[src/rtl/hazard_unit_if.sv]
// Signal bundle between the pipeline stages/cache handshake and hazard_unit.
// CNT_W sets the width of the performance-counter outputs and must match the unit's CNT_W.
interface hazard_unit_if #(
  parameter int CNT_W = 32
);
  logic [4:0]       id_rs;
  logic [4:0]       id_rt;
  logic             id_uses_rs;
  logic             id_uses_rt;
  logic             ex_memread;
  logic [4:0]       ex_wsel;
  logic             mem_dREN;
  logic             mem_dWEN;
  logic             dhit;
  logic             ihit;
  logic             mem_branch_taken;
  logic             wb_halt;
  logic             pc_en;
  logic             ifid_en;
  logic             idex_en;
  logic             exmem_en;
  logic             memwb_en;
  logic             ifid_flush;
  logic             idex_flush;
  logic             exmem_flush;
  logic             halted;
  logic             timeout;
  logic [CNT_W-1:0] stall_cnt;
  logic [CNT_W-1:0] flush_cnt;

  modport slave (
    input  id_rs, id_rt, id_uses_rs, id_uses_rt, ex_memread, ex_wsel,
           mem_dREN, mem_dWEN, dhit, ihit, mem_branch_taken, wb_halt,
    output pc_en, ifid_en, idex_en, exmem_en, memwb_en,
           ifid_flush, idex_flush, exmem_flush, halted, timeout,
           stall_cnt, flush_cnt
  );

  modport master (
    output id_rs, id_rt, id_uses_rs, id_uses_rt, ex_memread, ex_wsel,
           mem_dREN, mem_dWEN, dhit, ihit, mem_branch_taken, wb_halt,
    input  pc_en, ifid_en, idex_en, exmem_en, memwb_en,
           ifid_flush, idex_flush, exmem_flush, halted, timeout,
           stall_cnt, flush_cnt
  );
endinterface

[src/rtl/hazard_unit.sv]
// Pipeline hazard detection: stalls, bubbles and flushes for the 5-stage core.
// Optional macro HAZARD_PERF_EN builds the stall/flush performance counters.
module hazard_unit #(
  parameter int WAIT_MAX = 255,
  parameter int CNT_W    = 32
) (
  input logic        CLK,
  input logic        RST,
  hazard_unit_if.slave hz
);

  typedef enum logic [1:0] {RUN, MEM_WAIT, HALT} state_t;

  localparam int WCNT_W = $clog2(WAIT_MAX + 1);
  localparam logic [WCNT_W-1:0] WMAX    = WAIT_MAX[WCNT_W-1:0];
  localparam logic [WCNT_W-1:0] WMAX_M1 = WMAX - 1'b1;

  state_t            r_state;
  state_t            w_state_next;
  logic [WCNT_W-1:0] r_wait_cnt;
  logic              r_timeout;

  logic       w_wait;
  logic       w_load_use;
  logic       w_halt_pri;
  logic [4:0] w_en;     // {pc, ifid, idex, exmem, memwb}
  logic [2:0] w_flush;  // {ifid, idex, exmem}
  logic       w_halted;

  assign w_wait     = (hz.mem_dREN | hz.mem_dWEN) & ~hz.dhit;
  assign w_halt_pri = (r_state == HALT) | hz.wb_halt;
  assign w_load_use = hz.ex_memread & (hz.ex_wsel != 5'd0) &
                      ((hz.id_uses_rs & (hz.id_rs == hz.ex_wsel)) |
                       (hz.id_uses_rt & (hz.id_rt == hz.ex_wsel)));

  always_ff @(posedge CLK) begin
    if (RST) r_state <= RUN;
    else     r_state <= w_state_next;
  end

  always_comb begin
    w_state_next = r_state;
    if (hz.wb_halt) begin
      w_state_next = HALT;
    end else begin
      case (r_state)
        RUN:      if (w_wait) w_state_next = MEM_WAIT;
        MEM_WAIT: if (hz.dhit) w_state_next = RUN;
        default:  w_state_next = HALT;
      endcase
    end
  end

  // First matching condition wins; lower-priority hazards stay frozen in their latches.
  always_comb begin
    w_en     = 5'b11111;
    w_flush  = 3'b000;
    w_halted = 1'b0;
    if (RST) begin
      w_en    = 5'b00000;
      w_flush = 3'b111;
    end else if (w_halt_pri) begin
      w_en     = 5'b00000;
      w_halted = 1'b1;
    end else if (w_wait) begin
      w_en = 5'b00000;
    end else if (hz.mem_branch_taken) begin
      w_flush = 3'b111;
    end else if (w_load_use) begin
      w_en    = 5'b00111;
      w_flush = 3'b010;
    end else if (!hz.ihit) begin
      w_en    = 5'b01111;
      w_flush = 3'b100;
    end
  end

  assign hz.pc_en       = w_en[4];
  assign hz.ifid_en     = w_en[3];
  assign hz.idex_en     = w_en[2];
  assign hz.exmem_en    = w_en[1];
  assign hz.memwb_en    = w_en[0];
  assign hz.ifid_flush  = w_flush[2];
  assign hz.idex_flush  = w_flush[1];
  assign hz.exmem_flush = w_flush[0];
  assign hz.halted      = w_halted;
  assign hz.timeout     = r_timeout;

  // Counter value after this cycle reaches WMAX when it is at WMAX-1 or already saturated.
  always_ff @(posedge CLK) begin
    if (RST) begin
      r_wait_cnt <= '0;
      r_timeout  <= 1'b0;
    end else if (r_state == RUN && w_state_next == MEM_WAIT) begin
      r_wait_cnt <= '0;
    end else if (r_state == MEM_WAIT && !hz.wb_halt) begin
      if (r_wait_cnt != WMAX) r_wait_cnt <= r_wait_cnt + 1'b1;
      if (w_wait && r_wait_cnt >= WMAX_M1) r_timeout <= 1'b1;
    end
  end

`ifdef HAZARD_PERF_EN
  logic             w_stall_cycle;
  logic             w_flush_cycle;
  logic [CNT_W-1:0] r_stall_cnt;
  logic [CNT_W-1:0] r_flush_cnt;

  assign w_stall_cycle = ~RST & ~w_halt_pri & ~w_en[4];
  assign w_flush_cycle = ~RST & ~w_halt_pri & ~w_wait & hz.mem_branch_taken;

  always_ff @(posedge CLK) begin
    if (RST) begin
      r_stall_cnt <= '0;
      r_flush_cnt <= '0;
    end else begin
      if (w_stall_cycle) r_stall_cnt <= r_stall_cnt + 1'b1;
      if (w_flush_cycle) r_flush_cnt <= r_flush_cnt + 1'b1;
    end
  end

  assign hz.stall_cnt = r_stall_cnt;
  assign hz.flush_cnt = r_flush_cnt;
`else
  assign hz.stall_cnt = '0;
  assign hz.flush_cnt = '0;
`endif

endmodule

[src/flat_wrapper.sv]
// flat-port wrapper written by rule: the top's interface ports become plain ports
module hazard_unit_flat 
#(
  parameter int WAIT_MAX = 255,
  parameter int CNT_W    = 32
)
  (CLK, RST, hz_id_rs, hz_id_rt, hz_id_uses_rs, hz_id_uses_rt, hz_ex_memread, hz_ex_wsel, hz_mem_dREN, hz_mem_dWEN, hz_dhit, hz_ihit, hz_mem_branch_taken, hz_wb_halt, hz_pc_en, hz_ifid_en, hz_idex_en, hz_exmem_en, hz_memwb_en, hz_ifid_flush, hz_idex_flush, hz_exmem_flush, hz_halted, hz_timeout, hz_stall_cnt, hz_flush_cnt);
  hazard_unit_if #(.CNT_W(CNT_W)) hz_i ();
  input logic CLK;
  input logic RST;
  input wire logic [$bits(hz_i.id_rs)-1:0] hz_id_rs;
  input wire logic [$bits(hz_i.id_rt)-1:0] hz_id_rt;
  input wire logic [$bits(hz_i.id_uses_rs)-1:0] hz_id_uses_rs;
  input wire logic [$bits(hz_i.id_uses_rt)-1:0] hz_id_uses_rt;
  input wire logic [$bits(hz_i.ex_memread)-1:0] hz_ex_memread;
  input wire logic [$bits(hz_i.ex_wsel)-1:0] hz_ex_wsel;
  input wire logic [$bits(hz_i.mem_dREN)-1:0] hz_mem_dREN;
  input wire logic [$bits(hz_i.mem_dWEN)-1:0] hz_mem_dWEN;
  input wire logic [$bits(hz_i.dhit)-1:0] hz_dhit;
  input wire logic [$bits(hz_i.ihit)-1:0] hz_ihit;
  input wire logic [$bits(hz_i.mem_branch_taken)-1:0] hz_mem_branch_taken;
  input wire logic [$bits(hz_i.wb_halt)-1:0] hz_wb_halt;
  output wire logic [$bits(hz_i.pc_en)-1:0] hz_pc_en;
  output wire logic [$bits(hz_i.ifid_en)-1:0] hz_ifid_en;
  output wire logic [$bits(hz_i.idex_en)-1:0] hz_idex_en;
  output wire logic [$bits(hz_i.exmem_en)-1:0] hz_exmem_en;
  output wire logic [$bits(hz_i.memwb_en)-1:0] hz_memwb_en;
  output wire logic [$bits(hz_i.ifid_flush)-1:0] hz_ifid_flush;
  output wire logic [$bits(hz_i.idex_flush)-1:0] hz_idex_flush;
  output wire logic [$bits(hz_i.exmem_flush)-1:0] hz_exmem_flush;
  output wire logic [$bits(hz_i.halted)-1:0] hz_halted;
  output wire logic [$bits(hz_i.timeout)-1:0] hz_timeout;
  output wire logic [$bits(hz_i.stall_cnt)-1:0] hz_stall_cnt;
  output wire logic [$bits(hz_i.flush_cnt)-1:0] hz_flush_cnt;
  assign hz_i.id_rs = hz_id_rs;
  assign hz_i.id_rt = hz_id_rt;
  assign hz_i.id_uses_rs = hz_id_uses_rs;
  assign hz_i.id_uses_rt = hz_id_uses_rt;
  assign hz_i.ex_memread = hz_ex_memread;
  assign hz_i.ex_wsel = hz_ex_wsel;
  assign hz_i.mem_dREN = hz_mem_dREN;
  assign hz_i.mem_dWEN = hz_mem_dWEN;
  assign hz_i.dhit = hz_dhit;
  assign hz_i.ihit = hz_ihit;
  assign hz_i.mem_branch_taken = hz_mem_branch_taken;
  assign hz_i.wb_halt = hz_wb_halt;
  assign hz_pc_en = hz_i.pc_en;
  assign hz_ifid_en = hz_i.ifid_en;
  assign hz_idex_en = hz_i.idex_en;
  assign hz_exmem_en = hz_i.exmem_en;
  assign hz_memwb_en = hz_i.memwb_en;
  assign hz_ifid_flush = hz_i.ifid_flush;
  assign hz_idex_flush = hz_i.idex_flush;
  assign hz_exmem_flush = hz_i.exmem_flush;
  assign hz_halted = hz_i.halted;
  assign hz_timeout = hz_i.timeout;
  assign hz_stall_cnt = hz_i.stall_cnt;
  assign hz_flush_cnt = hz_i.flush_cnt;
  hazard_unit #(.WAIT_MAX(WAIT_MAX), .CNT_W(CNT_W)) u_core (.CLK(CLK), .RST(RST), .hz(hz_i));
endmodule
[config.mk]
export PLATFORM = sky130hd
export DESIGN_NAME = hazard_unit_flat
export DESIGN_NICKNAME = d
export VERILOG_FILES = /design/src/rtl/hazard_unit_if.sv /design/src/rtl/hazard_unit.sv /design/src/flat_wrapper.sv
export SDC_FILE = /design/constraint.sdc
export NUM_CORES = 1
export LEC_CHECK = 0
export ABC_AREA = 1
export ABC_CLOCK_PERIOD_IN_PS = 1560
export CORE_ASPECT_RATIO = 1.4
export CORE_UTILIZATION = 32
export DETAILED_ROUTE_END_ITERATION = 10
export PLACE_DENSITY = 0.86
export SLEW_MARGIN = 15
export SYNTH_ARGS = -nofsm -noshare
export SYNTH_HDL_FRONTEND = slang
export SYNTH_SLANG_ARGS = --single-unit
[constraint.sdc]
create_clock -name CLK -period 1.56 [get_ports CLK]
set_input_delay 0.468 -clock CLK [delete_from_list [all_inputs] [get_ports CLK]]
set_output_delay 0.468 -clock CLK [all_outputs]
set_load 0.01 [all_outputs]
==> results.json <==
{
  "yosys.cell_types.count": 24,
  "synth_common_cells": "buf_4, nand2_1, inv_1",
  "fmax_mhz": 537,
  "nFillCells": 425,
  "power.share.clock": 0.330,
  "violations": "design-rule violations, negative setup slack",
  "dp_hpwl_microns": 2460,
  "yosysWarnings": 0,
  "die_w_microns": 57.5,
  "placed_cell_area_sq_um": 1710,
  "min_path_type": "register to register",
  "clk_pin_slew_ns": 0.05,
  "grt_max_degree": 11,
  "stdcell_count": 326,
  "clock_latency_ns": 0.24,
  "drive_above_1_share": 0.314,
  "powerDensity_nw_per_um2": 506,
  "wl_per_cell_microns": 9.21,
  "drv_slew": 0,
  "gp_congestion": 0.911,
  "maxCapViolCount": 0,
  "vias": 1322,
  "ctsLongestPathBuffers": 2,
  "peakVddDrop_uv": 229,
  "cts-buffers-inserted": 3,
  "ctsHoldBuffers": 0,
  "worstPathMaxFanout": 2,
  "start_util": 0.344,
  "pre_cts_slack_ns": -1.19,
  "drc": 5,
  "die_h_microns": 79.7,
  "ys_seq_area_frac": 0.159,
  "rows": 27,
  "synth.most_common_cell": "buf_4",
  "vias_per_cell": 4.06,
  "grt_use_total": 0.130,
  "finalCriticalPeriod_ns": 1.86,
  "cp_data_arrival_time_ns": 1.39,
  "path_class": "primary input to output port",
  "syn_avg_cell_area_sq_um": 6.09,
  "sequentialPowerShare": 0.316,
  "setup_viol": 9,
  "p_leak_nw": 0.971,
  "intPower_mw": 0.594,
  "core_sq_um": 4020,
  "wl_microns": 3000,
  "synth-seq-cells": 11,
  "yosysTopAreaCell": "buf_4",
  "finalWorstSetupSlack_ns": -0.301,
  "rsz0062_at_grt": "true",
  "antenna_cells": 0,
  "synth_top_area_frac": 0.359,
  "htreeDepth": 1,
  "swShare": 0.346,
  "combPwrFrac": 0.354,
  "dominantRegCellSynth": "dfxtp_1",
  "final_antenna_net_count": 0,
  "finish.instance_area_sq_um": 1800,
  "ios": 100,
  "cts_sinks": 11,
  "grt_pass1_vias": 1160,
  "post-place-cells": 319,
  "root_buffer": "clkbuf_8",
  "nets": 312,
  "synthTopCellsByArea": "buf_4, dfxtp_1, nand2_1",
  "synthArstFlopShare": 0,
  "hold_viol_final": 0,
  "overflow": 0,
  "multi_input_area_sq_um": 922,
  "antenna_found_initial": 0,
  "port_buffers": 35,
  "area_growth_pct": 30.0,
  "power_mw": 0.908,
  "cp.required_ns": 1.09,
  "power.switching_mw": 0.314,
  "drtIter0Drc": 49,
  "end_kind": "output port",
  "die_area_sq_um": 4590,
  "fin_skew_ns": 0.000475,
  "seq_area_sq_um": 223,
  "synth_edf_count": 0,
  "grt_first_pass_wirelength_microns": 4600,
  "tritoncts": "built",
  "syn_inst": 227,
  "worst_setup_path_start_kind": "primary input",
  "drtPass1Iterations": 7,
  "syn_area_sq_um": 1380,
  "fin_crit_sh": 1.19,
  "status": "complete, but fails checks"
}
[worst max-delay path: stages]
cell	delay, ns
buf_6	0.10
buf_6	0.11
nand2_2	0.04
nand2_1	0.05
nor2_1	0.10
nand3_1	0.09
nand2_2	0.09
nand3_2	0.07
nand2_2	0.10
inv_1	0.04
buf_2	0.13
[cells in the final DEF, fill, tap and decap left out, types with 3 or more instances in the layout]
master         instances
a21oi_1                7
buf_2                 14
buf_4                 18
buf_6                 12
clkbuf_8               3
conb_1                64
dfxtp_1                9
dlygate4sd2_1          5
inv_1                 21
inv_2                  6
nand2_1               48
nand2_2                9
nand3_1                4
nand3_2                3
nor2_1                20
nor2_4                 6
nor3_1                 3
[power groups by stage]
stage               Clock [mW]  Sequential (mW)  Combinational [mW]
floorplan                    0            0.292               0.279
global placement             0            0.292               0.300
detailed placement           0            0.293               0.304
CTS                      0.304            0.287               0.307
global route             0.325            0.287               0.353
finish                   0.299            0.287               0.321
[path summary, 6_finish.rpt]
kind	startpoint	endpoint	slack, ns	depth (start not counted)
min	u_core.hz.timeout$_SDFFE_PP0P_	u_core.hz.timeout$_SDFFE_PP0P_	0.48	2
max reg2reg	u_core.r_wait_cnt[0]$_SDFFE_PP0P_	u_core.r_wait_cnt[4]$_SDFFE_PP0P_	0.14	10
max	hz_ex_wsel[3]	hz_ifid_en	-0.30	11
min reg2reg	u_core.hz.timeout$_SDFFE_PP0P_	u_core.hz.timeout$_SDFFE_PP0P_	0.48	2
[sequential cells by signal, summed over array words and instances (netlist names)]
register and cells:
u_core.r_wait_cnt 8, u_core.r_state 2, u_core.hz.timeout 1
[metal layers]
layer,routed length (microns),vias up,track usage
li1,-,668,-
met4,101,0,0.0732
met3,202,7,0.0259
met5,0,-,0
met1,991,577,0.110
met2,1710,70,0.267
[area by class of cell]
type / count / share of cell area
Clock buffer: 4 / 0.0251
Inverter: 29 / 0.0634
Multi-Input combinational cell: 184 / 0.514
Sequential cell: 11 / 0.124
Tap cell: 43 / 0.0300
Timing Repair Buffer: 55 / 0.244
[through the flow]
step	hold WS [ns]	util	TNS, ns
4_1_cts	0.476	0.436	-1.94
2_1_floorplan	0.444	-	-0.178
3_5_place_dp	0.468	0.425	-12.28
5_1_grt	0.492	0.447	-2.54
6_report	0.483	0.447	-1.89
3_3_place_gp	0.457	0.425	-11.98
[what timing repair did]
action | 4_1_cts | 5_1_grt
endpoints found under the setup margin | 18 | 11
cloned | 0 | 0
pin swaps | 36 | 20
buffers inserted | 2 | 2
resized for setup | 140 | 19
[cell families (layout without fill, tap and decap cells)]
kind of cell               Yosys count  after routing  synth area share
DFF                                 11             11             0.159
AOI/OAI and AO/OA                   16             16            0.0643
and+or+nand+nor                    101            101             0.310
adders and majority gates            2              2            0.0181
other                                1             64           0.00271
xor gates and xnor gates             1              1           0.00634
buffers and inverters               95             88             0.439
Power figures use the tool's default switching activity.
